==> src/rtl/uart_rx_ctrl.sv <==
// UART receive controller: oversampling edge/bit counters, frame FSM
// (start, data, optional parity, stop), LSB-first deserialiser and error flags.
module uart_rx_ctrl #(
  parameter int DATA_WIDTH = 8,
  parameter int PRESCALE_W = 6
) (
  input  logic                  clk,
  input  logic                  rst,
  input  logic                  Rx_IN,
  input  logic                  Sampled_bit,
  input  logic [PRESCALE_W-1:0] Prescale,
  input  logic                  PAR_EN,
  input  logic                  PAR_TYP,
  output logic [PRESCALE_W-1:0] edge_cnt,
  output logic                  dat_samp_EN,
  output logic [DATA_WIDTH-1:0] P_DATA,
  output logic                  data_valid,
  output logic                  par_err,
  output logic                  stp_err
);

  typedef enum logic [2:0] {
    IDLE,
    START,
    DATA,
    PARITY,
    STOP
  } state_t;

  localparam logic [PRESCALE_W-1:0] EDGE_ONE  = PRESCALE_W'(1);
  localparam logic [3:0]            LAST_DATA = 4'(DATA_WIDTH);

  state_t                  state, state_n;
  logic [PRESCALE_W-1:0]   prescale_r;
  logic                    par_en_r;
  logic                    par_typ_r;
  logic [3:0]              bit_cnt;
  logic [PRESCALE_W-1:0]   last_edge;
  logic                    bit_end;
  logic                    par_exp;

  // Prescale is 8/16/32, so the 6-bit subtraction never wraps.
  assign last_edge = prescale_r - EDGE_ONE;
  assign bit_end   = (state != IDLE) && (edge_cnt == last_edge);
  assign par_exp   = par_typ_r ? ~^P_DATA : ^P_DATA;

  // NOTE: every always_comb output gets a default first so no path infers a latch.
  always_comb begin
    state_n = state;
    unique case (state)
      IDLE:    if (!Rx_IN) state_n = START;
      START:   if (bit_end) state_n = Sampled_bit ? IDLE : DATA;
      DATA:    if (bit_end && (bit_cnt == LAST_DATA)) state_n = par_en_r ? PARITY : STOP;
      PARITY:  if (bit_end) state_n = STOP;
      STOP:    if (bit_end) state_n = Rx_IN ? IDLE : START;
      default: state_n = IDLE;
    endcase
  end

  // NOTE: sequential state uses non-blocking assignments so all registers
  // update from the same pre-edge values regardless of statement order.
  always_ff @(posedge clk or posedge rst) begin
    if (rst) begin
      state       <= IDLE;
      dat_samp_EN <= 1'b0;
    end else begin
      state       <= state_n;
      dat_samp_EN <= (state_n != IDLE);
    end
  end

  always_ff @(posedge clk or posedge rst) begin
    if (rst) begin
      edge_cnt   <= '0;
      bit_cnt    <= '0;
      prescale_r <= '0;
      par_en_r   <= 1'b0;
      par_typ_r  <= 1'b0;
      P_DATA     <= '0;
      data_valid <= 1'b0;
      par_err    <= 1'b0;
      stp_err    <= 1'b0;
    end else begin
      data_valid <= 1'b0;

      if (state == IDLE) begin
        edge_cnt <= '0;
        bit_cnt  <= '0;
        // Frame configuration is frozen at the start edge.
        if (!Rx_IN) begin
          prescale_r <= Prescale;
          par_en_r   <= PAR_EN;
          par_typ_r  <= PAR_TYP;
        end
      end else if (bit_end) begin
        edge_cnt <= '0;
        bit_cnt  <= (state_n == START || state_n == IDLE) ? 4'd0 : bit_cnt + 4'd1;
      end else begin
        edge_cnt <= edge_cnt + EDGE_ONE;
      end

      if (bit_end) begin
        unique case (state)
          START: begin
            if (!Sampled_bit) begin
              par_err <= 1'b0;
              stp_err <= 1'b0;
            end
          end
          DATA:   P_DATA  <= {Sampled_bit, P_DATA[DATA_WIDTH-1:1]};
          PARITY: par_err <= (Sampled_bit != par_exp);
          STOP: begin
            stp_err    <= ~Sampled_bit;
            data_valid <= Sampled_bit && !(par_en_r && par_err);
          end
          default: ;
        endcase
      end
    end
  end

endmodule

==> config.mk <==
export PLATFORM = sky130hd
export DESIGN_NAME = uart_rx_ctrl
export DESIGN_NICKNAME = d
export VERILOG_FILES = /design/src/rtl/uart_rx_ctrl.sv
export SDC_FILE = /design/constraint.sdc
export NUM_CORES = 1
export LEC_CHECK = 0
export CORE_MARGIN = 1.5
export CORE_UTILIZATION = 50
export CTS_CLUSTER_DIAMETER = 150
export CTS_CLUSTER_SIZE = 14
export DETAILED_ROUTE_END_ITERATION = 16
export MAX_ROUTING_LAYER = met4
export PLACE_DENSITY = 0.78
export SLEW_MARGIN = 20
export SYNTH_ARGS = -nofsm -noshare
export SYNTH_HDL_FRONTEND = slang
export SYNTH_SLANG_ARGS = --single-unit
==> constraint.sdc <==
create_clock -name clk -period 3.2 [get_ports clk]
set_clock_uncertainty 0.15 [all_clocks]
set_input_delay 0.48 -clock clk [delete_from_list [all_inputs] [get_ports clk]]
set_output_delay 0.48 -clock clk [all_outputs]
set_load 0.05 [all_outputs]
==> results of run 1 <==
==> stage by stage <==
| step | area (um2) | util (%) | cells |
|---|---|---|---|
| final | 2080 | 66.6 | 237 |
| after floorplan | 1700 | - | 158 |
| after detailed placement | 2030 | 65.0 | 229 |
| after global routing | 2080 | 66.6 | 237 |
| after global placement | 2030 | 65.0 | 229 |
| after CTS | 2080 | 66.6 | 237 |
==> power breakdown <==
part	leakage, nW	internal [mW]	total, mW	switching [mW]
clock	0.0320	0.0836	0.221	0.137
combinational	0.443	0.395	0.972	0.577
sequential	0.418	0.554	0.721	0.167
==> cells by family after synthesis <==
| logic type | after synthesis | synth area share [%] |
|---|---|---|
| AO/OA/AOI/OAI | 25 | 9.95 |
| XOR/XNOR | 22 | 11.3 |
| adder cells (fa/ha/maj) | 4 | 2.95 |
| buffers and inverters | 15 | 3.91 |
| flip-flops | 33 | 48.6 |
| multiplexers | 14 | 9.21 |
| AND/OR/NAND/NOR | 45 | 14.0 |
==> per-layer routing <==
| metal | vias to the layer above | global-route usage, % |
|---|---|---|
| li1 | 617 | - |
| met1 | 626 | 24.0 |
| met2 | 47 | 34.5 |
| met3 | 7 | 6.51 |
| met4 | 0 | 10.6 |
| met5 | - | - |
==> critical path, stage by stage, from the launching register on <==
cell,delay (ps)
dfrtp_1,410
inv_1,70
ha_1,250
o21ba_1,210
a221oi_2,260
a41oi_1,100
nor4_4,680
a31oi_1,230
o311ai_0,360
==> flip-flops by register name (all words and copies together), names as in the netlist <==
signal / count
P_DATA: 8
edge_cnt: 6
prescale_r: 6
bit_cnt: 4
state: 3
dat_samp_EN: 1
data_valid: 1
par_en_r: 1
par_err: 1
par_typ_r: 1
stp_err: 1
==> cells in the final DEF, fill, tap and decap left out, drive strengths merged, types with 4 or more instances in the layout <==
cell / netlist / layout
clkdlybuf4s50: 0 / 29
clkbuf: 1 / 6
nand3: 7 / 7
a31oi: 4 / 4
a21oi: 5 / 5
o21ai: 6 / 6
nor2: 13 / 13
xor2: 6 / 6
ha: 4 / 4
mux2: 13 / 13
nor3: 4 / 4
nand2: 12 / 12
inv: 11 / 11
dfrtp: 33 / 33
xnor2: 16 / 16
==> final timing paths <==
| kind | from | to | slack [ps] | depth (start not counted) |
|---|---|---|---|---|
| hold / removal | rst | state[0] | 360 | 2 |
| max in group asynchronous | rst | bit_cnt[3] | 1890 | 3 |
| setup / recovery | prescale_r[0] | dat_samp_EN | 350 | 8 |
| setup reg to reg | prescale_r[0] | dat_samp_EN | 350 | 8 |
| min in group clk | prescale_r[5] | prescale_r[5] | 390 | 1 |
| hold reg to reg | prescale_r[5] | prescale_r[5] | 390 | 1 |
==> cell type report <==
class | instances | area, um2
clock buffers | 6 | 41.3
clock inverters | 2 | 10.0
fillers | 246 | 1040
inverters | 11 | 41.3
multi-input cells | 110 | 806
flip-flops and latches | 33 | 826
well taps | 44 | 55.1
repair buffers | 31 | 305
==> run summary, run 1 <==
status -> finished, final reports clean
first-pass GRT wire length -> 5530 um
Row Count -> 20
critical path class -> reg -> reg
Worst-path clk slew -> 100 ps
Crit path required time -> 3260 ps
Hold WS -> 361 ps
async set or reset register ratio after synthesis -> 100%
antenna viol nets, final -> 0
Tightest Hold Check Type -> in -> async
Final WS setup -> 354 ps
setup violators final -> 0
Slew Limit Headroom -> 49.4%
count leader, synth -> dfrtp_1
Die Height -> 61.3 um
vias in the first global route -> 1272
cts bufs inserted -> 5
n_diodes -> 0
post-CTS sizing -> 0
period utilization -> 88.9%
Max Slew Vio Count -> 0
vias per inst -> 5.47
Die X -> 61.3 um
CTS root buf -> clkbuf_4
cell taking the most area after synthesis -> dfrtp_1
worst-path fanout max -> 11
routed wl met2 -> 1720 um
Leakage -> 0.893 nW
Initial Utilization -> 54.3%
Setup Total Neg Slack -> 0 ps
TritonRoute pass-1 iters -> 4
largest net degree at the start of global routing -> 18
Top FF cell, synth -> dfrtp_1
WL met3 -> 185 um
crit end category -> flop
area of the core -> 3130 um2
synthesized flop and latch total -> 33
detailed placer's ending HPWL -> 2540 um
met1 WL -> 1480 um
Congestion Overflow GR -> 0
Hold Vio Cnt, Final -> 0
area growth from synthesis to layout -> 22.8%
Least-Margin Pin Slew -> 756 ps
fmax -> 351 MHz
routed via count -> 1297
post-synth top area share -> 48.6%
Top Ports -> 30
clk buf depth -> 2
DRC viols -> 0
Syn Inst Count -> 158
Cell Pwr Density -> 918 nW/um2
yosys warns -> 0
Pwr Total -> 1.91 mW
layout cells sized above 1 -> 13.0%
die footprint -> 3750 um2
maxcap violations -> 0
Cell Area, Synth -> 1700 um2
Yosys cell types -> 33
top post-synthesis cells by count -> 33 x dfrtp_1, 16 x xnor2_1, 13 x mux2_2, 13 x nor2_1, 12 x nand2_1
Post-synth EDFFs -> 0
PortBufs -> 29
Total Routed Length -> 3430 um
layout net count -> 208
Num Clock Sinks -> 33
Final GP Congestion -> 0.974
CTS H-tree depth -> 2
DR iter-0 viols -> 80
CTS tree -> done
Total GRT Usage -> 21.4%
Top Layer Used -> met4
Synth area leaders -> dfrtp_1 49%, mux2_2 8.6%, xnor2_1 8.3%, xor2_1 3.1%, ha_1 2.9%
peak supply drop -> 0.000458 V
RSZ-0062 raised after global routing -> no
Post-Place Setup Slack -> 386 ps
setup bufs post-CTS -> 0
Syn Nets -> 174
initial antenna violation count -> 0
post-synthesis sequential area ratio -> 48.6%
startpoint types -> flop
Tmin final -> 2850 ps
clock latency on the worst-skew pair -> 330 ps
Hold-fix buffers, CTS -> 0
post-DR wirelength/cell -> 14.5 um
critical path arrival -> 2900 ps
Post-Synthesis Mean Instance Area -> 10.7 um2
Note: power is estimated with default switching activity, not from simulation.
==> run 2: changes to the inputs <==
--- a/config.mk
+++ b/config.mk
@@ -6,12 +6,12 @@
 export NUM_CORES = 1
 export LEC_CHECK = 0
 export CORE_MARGIN = 1.5
-export CORE_UTILIZATION = 50
+export CORE_UTILIZATION = 47
 export CTS_CLUSTER_DIAMETER = 150
 export CTS_CLUSTER_SIZE = 14
 export DETAILED_ROUTE_END_ITERATION = 16
 export MAX_ROUTING_LAYER = met4
-export PLACE_DENSITY = 0.78
+export PLACE_DENSITY = 0.77
 export SLEW_MARGIN = 20
 export SYNTH_ARGS = -nofsm -noshare
 export SYNTH_HDL_FRONTEND = slang
==> constraint.sdc (replaced) <==
create_clock -name clk -period 2.6 [get_ports clk]
set_clock_uncertainty 0.15 [all_clocks]
set_input_delay 0.39 -clock clk [delete_from_list [all_inputs] [get_ports clk]]
set_output_delay 0.39 -clock clk [all_outputs]
set_load 0.05 [all_outputs]
==> run 2 against run 1 <==
  * Design area increased by 3.5%
  * Combinational power increased by 30%
  * First-iteration DRC count decreased by 60%
  * Via count decreased by 0.54%
  * Sequential power increased by 22%
  * Utilization decreased by 3.0 points
  * Die area increased by 6.1%
  * Register-to-register slack got worse by 140 ps
  * Routed wire length increased by 2.9%
  * Flip-flop and latch count unchanged
  * Critical path type unchanged
  * Largest cell class unchanged
  * Largest power group unchanged
  * Highest routed layer unchanged
==> run summary, run 2 (synthesized netlist as in run 1, its figures left out) <==
Tightest Hold Check Type -> in -> async
critical path class -> reg -> reg
met3 Usage GRT -> 5.54% (-0.98 points)
Initial Utilization -> 50.1% (-4.2 points)
commonest non-fill, non-tap cell in the layout -> dfrtp_1
largest net degree at the start of global routing -> 34 (+16)
Final WS setup -> 210 ps (-144 ps)
FF-to-FF path depth -> 9 (+1)
n_diodes -> 0 (unchanged)
worst r2r src -> prescale_r[1]
post-DR wirelength/cell -> 14.4 um (-0.45%)
antenna viol nets, final -> 0 (unchanged)
Top Ports -> 30 (unchanged)
Die X -> 63.1 um (+3.0%)
Total GRT Usage -> 19.5% (-1.9 points)
Congestion Overflow GR -> 0 (unchanged)
global route hottest layer -> met2
clk buf depth -> 2 (unchanged)
multi-input logic area -> 808 um2 (+0.31%)
Row Count -> 21 (+5.0%)
Cell Pwr Density -> 1150 nW/um2 (+25%)
area of the core -> 3390 um2 (+8.4%)
Die Height -> 63.1 um (+3.0%)
most frequent cells in the layout -> 33 x dfrtp_1, 29 x clkdlybuf4s50_1, 16 x xnor2_1
RSZ-0062 raised after global routing -> no
Num Clock Sinks -> 33 (unchanged)
Total Routed Length -> 3530 um (+2.9%)
Hold Vio Cnt, Final -> 0 (unchanged)
cts bufs inserted -> 5 (unchanged)
M1 GR Usage -> 23.3% (-0.69 points)
layout cells sized above 1 -> 16.6% (+3.6 points)
start point of the critical path -> prescale_r[1]
Final GP Congestion -> 0.885 (-9.2%)
peak supply drop -> 0.000558 V (+22%)
DR iter-0 viols -> 32 (-60%)
GR Layer Usage met2 -> 31.9% (-2.6 points)
routed via count -> 1290 (-0.54%)
CTS H-tree depth -> 2 (unchanged)
area growth from synthesis to layout -> 27.0%
detailed placer's ending HPWL -> 2470 um (-2.8%)
Setup Total Neg Slack -> 0 ps (unchanged)
initial antenna violation count -> 0 (unchanged)
setup violators final -> 0 (unchanged)
status -> finished, final reports clean
first-pass GRT wire length -> 5920 um (+7.0%)
Pwr Total -> 2.48 mW (+30%)
TritonRoute pass-1 iters -> 4 (unchanged)
Crit path required time -> 2670 ps (-590 ps)
Post-Place Setup Slack -> 9.21 ps (-377 ps)
max reg flops -> 8 (unchanged)
critical path arrival -> 2460 ps (-440 ps)
startpoint types -> flop
worst-path fanout max -> 8 (-3)
fmax -> 418 MHz (+19%)
largest reg by FF count -> P_DATA
maxcap violations -> 0 (unchanged)
period utilization -> 91.9% (+3.0 points)
setup slack, reg-to-reg -> 210 ps (-140 ps)
Least-Margin Pin Slew -> 501 ps (-255 ps)
die footprint -> 3980 um2 (+6.1%)
clock latency on the worst-skew pair -> 340 ps (about the same)
Max Slew Vio Count -> 0 (unchanged)
CTS tree -> done
vias in the first global route -> 1319 (+3.7%)
CP Capture Point -> P_DATA[6]
CTS root buf -> clkbuf_4
Tmin final -> 2390 ps (-456 ps)
DRC viols -> 0 (unchanged)
vias per inst -> 5.27 (-3.8%)
Worst-path clk slew -> 110 ps (about the same)
Leakage -> 0.934 nW (+4.6%)
layout net count -> 214 (+2.9%)
leading registers by flop count -> P_DATA: 8 flops, edge_cnt: 6 flops, prescale_r: 6 flops
crit end category -> flop
Slew Limit Headroom -> 66.5% (+17 points)
RR Endpoint -> P_DATA[6]
FF+latch area -> 826 um2 (unchanged)
PortBufs -> 29 (unchanged)
fillers -> 271 (+10%)
[run 2: worst min-delay path by stage]
stage          slack [ps]  cells past startpoint             to
4_1_cts               290                      3      P_DATA[4]
3_5_place_dp          380                      1      par_typ_r
6_report              260                      3  prescale_r[3]
3_3_place_gp          360                      1  prescale_r[5]
5_1_grt               340                      3  prescale_r[0]
2_1_floorplan         340                      1     bit_cnt[2]
[run 2: through the flow]
stage / util, % / hold WS [ps] / cell area (um2) / std cells
after global placement: 60.5 / 362 / 2050 / 233
after global routing: 63.6 / 345 / 2160 / 245
final: 63.6 / 264 / 2160 / 245
after CTS: 62.7 / 286 / 2120 / 241
after detailed placement: 60.5 / 379 / 2050 / 233
after floorplan: - / 344 / 1700 / 158
[run 2: cell type report]
type                       instances  area share (%)
clock buffer                       7            3.02
clock inverter                     1           0.232
inverter                          11            1.91
multi-input combinational        110            37.5
sequential                        33            38.3
tap                               46            2.67
timing repair buffer              37            16.4
[run 2: power by group]
group	switching [mW]	internal, mW	leakage [nW]	total, mW
Sequential	0.202	0.682	0.418	0.883
Clock	0.176	0.157	0.0413	0.333
Combinational	0.736	0.529	0.475	1.26
[run 2: worst max-delay path, cell delays in order, from the launching register on]
cell	delay, ps
dfrtp_1	390
inv_1	70
ha_1	240
o21ba_1	220
a221oi_2	250
a41oi_1	100
nor4_4	180
buf_6	170
nand4_4	180
mux2_2	330
[run 2: layer usage]
metal  up-vias  share of wire [%]
met1       613                 46
met2        45                 48
met3         8                4.4
met4         0                1.8
met5         -                  0
li1        624                  -
[run 2: what timing repair did]
action,4_1_cts,5_1_grt
hold buffers,0,0
endpoints found under the setup margin,5,20
setup buffers,0,4
pin swaps,0,1
gates resized for setup,1,1
==> RTL change 1: new RTL, settings of run 1 <==
Re-encode `state_t` (5 states) as Gray code, 3 bits wide.
--- a/src/rtl/uart_rx_ctrl.sv
+++ b/src/rtl/uart_rx_ctrl.sv
@@ -21,9 +21,9 @@
 
   typedef enum logic [2:0] {
-    IDLE,
-    START,
-    DATA,
-    PARITY,
-    STOP
+    IDLE   = 3'b000,
+    START  = 3'b001,
+    DATA   = 3'b011,
+    PARITY = 3'b010,
+    STOP   = 3'b110
   } state_t;
 
Check against the original RTL: no difference found for any inputs over 10 cycles, from zero or initial values and one cycle with rst high; not proved beyond that.
==> RTL change 1 against run 1 <==
  * Routed wire length rose by 1.0%
  * Cell area rose by 2.4%
  * Hold slack improved by 0.013 ns
  * Sequential cell count did not move
  * Synthesized area rose by 3.8%
  * Sequential power rose by 4.0%
  * Setup slack improved by 0.16 ns
  * Global-route usage fell by 0.65 points
  * Non-clock buffer count did not move
  * Power rose by 1.6%
  * Largest cell class is now multi-input combinational cells
  * Largest power group unchanged
==> RTL change 1: results (changes against run 1) <==
* WL met2 at 1.704 mm (was 1.719 mm)
* Largest net degree at the start of global routing at 34 (was 18)
* Arr. time, crit path at 2.75 ns (was 2.90 ns)
* Worst path slowest cell: dfrtp_1 (was nor4_4)
* LEAKAGE at 0.0009063 uW (was 0.0008929 uW)
* GR Util met1 at 0.2464 (was 0.2402)
* Synth top cells by count: dfrtp_1 (33), xnor2_1 (16), inv_1 (11), nand2_1 (11), nor2_1 (11) (was dfrtp_1 (33), xnor2_1 (16), mux2_2 (13), nor2_1 (13), nand2_1 (12))
* Reg2reg end: P_DATA[7] (was dat_samp_EN)
* GRT Total Usage at 0.2075 (was 0.2139)
* FILL cells at 300 (was 246)
* Crit path max-delay family: simple AND/OR/NAND/NOR gates (was compound AO/OA/AOI/OAI gates)
* Cell variety after synth at 43 (was 33)
* Vias in the first global route at 1377 (was 1272)
* Met3 WL post-DR at 161 um (was 185 um)
* Minimum hold slack at 0.3739 ns (was 0.3613 ns)
* Share of total power in the clock network at 0.112 (was 0.115)
* DR iter-0 viols at 90 (was 80)
* M2 GR Usage at 0.3451 (was 0.3450)
* Reg2reg setup slack at 0.51 ns (was 0.35 ns)
* Status: finished clean (unchanged)
* Syn nets at 179 (was 174)
* Layout cells sized above 1 at 0.09744 (was 0.1295)
* Drt via density at 5.502 (was 5.473)
* Met1 WL at 1.530 mm (was 1.478 mm)
* Grt met3 use at 0.05072 (was 0.06513)
* Worst path max stage delay at 0.44 ns (was 0.68 ns)
* Post-DP HPWL at 2.547 mm (was 2.537 mm)
* Pre-CTS setup slack at 0.5275 ns (was 0.3864 ns)
* Area contributors post-synth: dfrtp_1 (47%), xnor2_1 (8.0%), mux2_1 (5.1%) (was dfrtp_1 (49%), mux2_2 (8.6%), xnor2_1 (8.3%))
==> RTL change 1: changes by cell type after synthesis, sizes merged, moves of 3 or more <==
cell / change
nand3: +3
clkbuf: +3
nand4b: +3
a21oi: -3
==> RTL change 1: metrics by stage <==
| step | total power (uW) | std cells | area (um2) |
|---|---|---|---|
| 2_1_floorplan | 1488 | 163 | 1762 |
| 3_3_place_gp | 1683 | 233 | 2086 |
| 3_5_place_dp | 1735 | 233 | 2086 |
| 4_1_cts | 1960 | 241 | 2135 |
| 5_1_grt | 2092 | 241 | 2135 |
| 6_report | 1945 | 241 | 2135 |
==> RTL change 1: layout make-up <==
| type | instances | share of cell area |
|---|---|---|
| Multi-Input combinational cell | 112 | 0.4009 |
| Sequential cell | 33 | 0.3869 |
| Timing Repair Buffer | 31 | 0.1430 |
| Inverter | 11 | 0.01934 |
| Tap cell | 46 | 0.02696 |
| Clock buffer | 8 | 0.02286 |
==> RTL change 1: logic make-up (layout without fill, tap and decap cells) <==
group	Yosys count	count (layout)	share of synthesized area
mux	13	13	0.08310
flops	33	33	0.4687
fa+ha+maj	4	4	0.02841
buf+inv	18	50	0.04545
compound gates	25	25	0.1158
xor+xnor	21	21	0.1044
simple gates	49	49	0.1541
==> RTL change 1: worst max-delay path by stage <==
| stage | slack, ns | from | end |
|---|---|---|---|
| 3_3_place_gp | 0.63 | prescale_r[0] | P_DATA[7] |
| 2_1_floorplan | 0.75 | edge_cnt[2] | P_DATA[0] |
| 6_report | 0.51 | prescale_r[0] | P_DATA[7] |
| 3_5_place_dp | 0.53 | prescale_r[0] | P_DATA[1] |
| 5_1_grt | 0.35 | prescale_r[0] | bit_cnt[0] |
| 4_1_cts | 0.49 | prescale_r[0] | P_DATA[7] |
==> RTL change 2: new RTL, settings of run 1 <==
Without the edit above. Set the parameter `DATA_WIDTH` to 6 (it was 8).
--- a/src/rtl/uart_rx_ctrl.sv
+++ b/src/rtl/uart_rx_ctrl.sv
@@ -2,5 +2,5 @@
 // (start, data, optional parity, stop), LSB-first deserialiser and error flags.
 module uart_rx_ctrl #(
-  parameter int DATA_WIDTH = 8,
+  parameter int DATA_WIDTH = 6,
   parameter int PRESCALE_W = 6
 ) (
Ports: changed (resized P_DATA); port bits go from 30 to 28. The function was not compared with the original's and may differ.
==> RTL change 2 against run 1 <==
  * Cell area is 0.48% higher
  * Via count is 5.6% higher
  * Routed wire length is 7.0% higher
  * Sequential cell count is 2 lower
  * Setup slack better by 0.21 ns
  * Largest power group unchanged
  * Final cell count is 1.7% higher
  * Hold slack better by 0.0024 ns
  * Global-route usage is 1.5 points higher
  * Synthesized area hardly changed
  * Non-clock buffer count is 1 lower
  * Power is 6.8% higher
  * Count of clock-buffer cells in the layout is 2 higher
==> RTL change 2: results (changes against run 1) <==
* Status: finished clean (unchanged)
* Root buffer selected by CTS: clkbuf_4 (unchanged)
* First-pass GRT wire length at 5.768 mm (was 5.533 mm)
* H-tree depth at 2 (unchanged)
* Sw frac at 0.4661 (was 0.4606)
* Final GP Congestion at 0.8850 (was 0.9742)
* Arr. time, crit path at 2.72 ns (was 2.90 ns)
* Primary FF master, synth: dfrtp_1 (unchanged)
* Syn. warnings at 0 (unchanged)
* Worst path max stage delay at 0.60 ns (was 0.68 ns)
* Max cap viols at 0 (unchanged)
* GRT Total Usage at 0.2288 (was 0.2139)
* Postcts setup bufs at 0 (unchanged)
* Layout cells sized above 1 at 0.1421 (was 0.1295)
* Max FO, Critical Path at 7 (was 11)
* Initial DRT Pass Iterations at 4 (unchanged)
* Slew @ Worst Pin at 0.5297 ns (was 0.7560 ns)
* Worst skew pair latency at 0.34 ns
* Final #Nets at 212 (was 208)
* CTS Buf Count at 5 (unchanged)
* Cell variety after synth at 41 (was 33)
* Initial antenna violation count at 0 (unchanged)
* DR iter-0 viols at 74 (was 80)
* LEAKAGE at 0.0009237 uW (was 0.0008929 uW)
* DRT Wirelength at 3.674 mm (was 3.433 mm)
* Area contributors post-synth: dfrtp_1 (46%), xnor2_1 (6.7%), mux2_4 (5.3%) (was dfrtp_1 (49%), mux2_2 (8.6%), xnor2_1 (8.3%))
* ANT cells at 0 (unchanged)
* Syn nets at 178 (was 174)
* Largest net degree at the start of global routing at 32 (was 18)
* Max clock buf depth at 2 (unchanged)
* Post-DP HPWL at 2.678 mm (was 2.537 mm)
* Worst vdd ir at 0.5126 mV (was 0.4585 mV)
* Number of I/O port buffers at 27 (was 29)
* R2R cell count at 6 (was 8)
* FILL cells at 238 (was 246)
* Drt via density at 5.685 (was 5.473)
* CTS resizes at 0 (unchanged)
* Worst path slowest cell: or4_4 (was nor4_4)
* Final hold vios at 0 (unchanged)
* Biggest regs: P_DATA x6, edge_cnt x6, prescale_r x6 (was P_DATA x8, edge_cnt x6, prescale_r x6)
* Clock slew at reported path FFs at 0.10 ns (about the same)
* Synth top cells by count: dfrtp_1 (31), nand2_1 (15), nor2_1 (13), xnor2_1 (13), o21ai_0 (9) (was dfrtp_1 (33), xnor2_1 (16), mux2_2 (13), nor2_1 (13), nand2_1 (12))
* Async SR Flop Fraction at 1.000 (unchanged)
* Vias in the first global route at 1229 (was 1272)
* Sequential share of the synthesized area at 0.4572 (was 0.4864)
* Min-Delay Path Class: input port to async pin (unchanged)
-- RTL change 2: changes by cell type after synthesis, moves of 3 or more --
| cell | delta |
|---|---|
| xnor2_1 | -3 |
| o21ai_0 | +3 |
| mux2_2 | -8 |
| mux2_4 | +6 |
| nor2b_1 | +4 |
| inv_1 | -3 |
| nand2_1 | +3 |
| nand3_1 | -3 |
| a21oi_1 | -4 |
-- RTL change 2: through the flow --
stage	setup slack, ns	cell area, um2	cells	hold WS [ns]
after floorplan	0.5388	1697	162	0.3522
after global placement	0.6910	2026	233	0.3372
after detailed placement	0.6018	2026	233	0.3407
after CTS	0.5902	2095	241	0.3684
after global routing	0.5225	2095	241	0.3856
final	0.5610	2095	241	0.3637
-- RTL change 2: worst max-delay path, delay by kind of cell (launching register included) --
family                     cells  cell delay (ns)
DFF                            1             0.44
adders and majority gates      1             0.23
AOI/OAI and AO/OA              1             0.29
muxes                          1             0.33
buffers and inverters          1             0.09
and+or+nand+nor                2             0.99
-- RTL change 2: final timing paths --
path,start,endpoint,slack [ns]
max reg2reg,prescale_r[0],P_DATA[5],0.56
min in group clk,stp_err,stp_err,0.37
max,prescale_r[0],P_DATA[5],0.56
min,rst,par_typ_r,0.36
min reg2reg,stp_err,stp_err,0.37
max in group asynchronous,rst,par_err,2.25
-- RTL change 2: power groups by stage --
stage | combinational (uW) | sequential (uW) | clock (uW)
3_5_place_dp | 1070 | 704 | 0
5_1_grt | 1170 | 721 | 290
2_1_floorplan | 628 | 824 | 0
6_report | 1070 | 703 | 267
4_1_cts | 1070 | 696 | 275
3_3_place_gp | 1040 | 691 | 0
-- RTL change 2: layer usage --
| layer | vias to the layer above | global-route usage | share of wire |
|---|---|---|---|
| li1 | 648 | - | - |
| met1 | 664 | 0.2884 | 0.46 |
| met2 | 52 | 0.3374 | 0.46 |
| met3 | 6 | 0.06513 | 0.057 |
| met4 | 0 | 0.1118 | 0.018 |
| met5 | - | - | 0 |
-- RTL change 2: cell families after synthesis --
family	count (synthesis)	synth area share
flops	31	0.4572
xor+xnor	17	0.08776
buf+inv	11	0.02876
compound gates	31	0.1291
fa+ha+maj	4	0.02950
simple gates	56	0.1755
mux	12	0.09218
-- RTL change 2: area by class of cell --
type / instances / area (um2) / share of cell area
clock buffer: 8 / 68.82 / 0.03286
inverter: 8 / 30.03 / 0.01434
timing repair buffer: 30 / 292.8 / 0.1398
multi-input combinational: 120 / 872.1 / 0.4164
tap: 44 / 55.05 / 0.02628
sequential: 31 / 775.7 / 0.3704
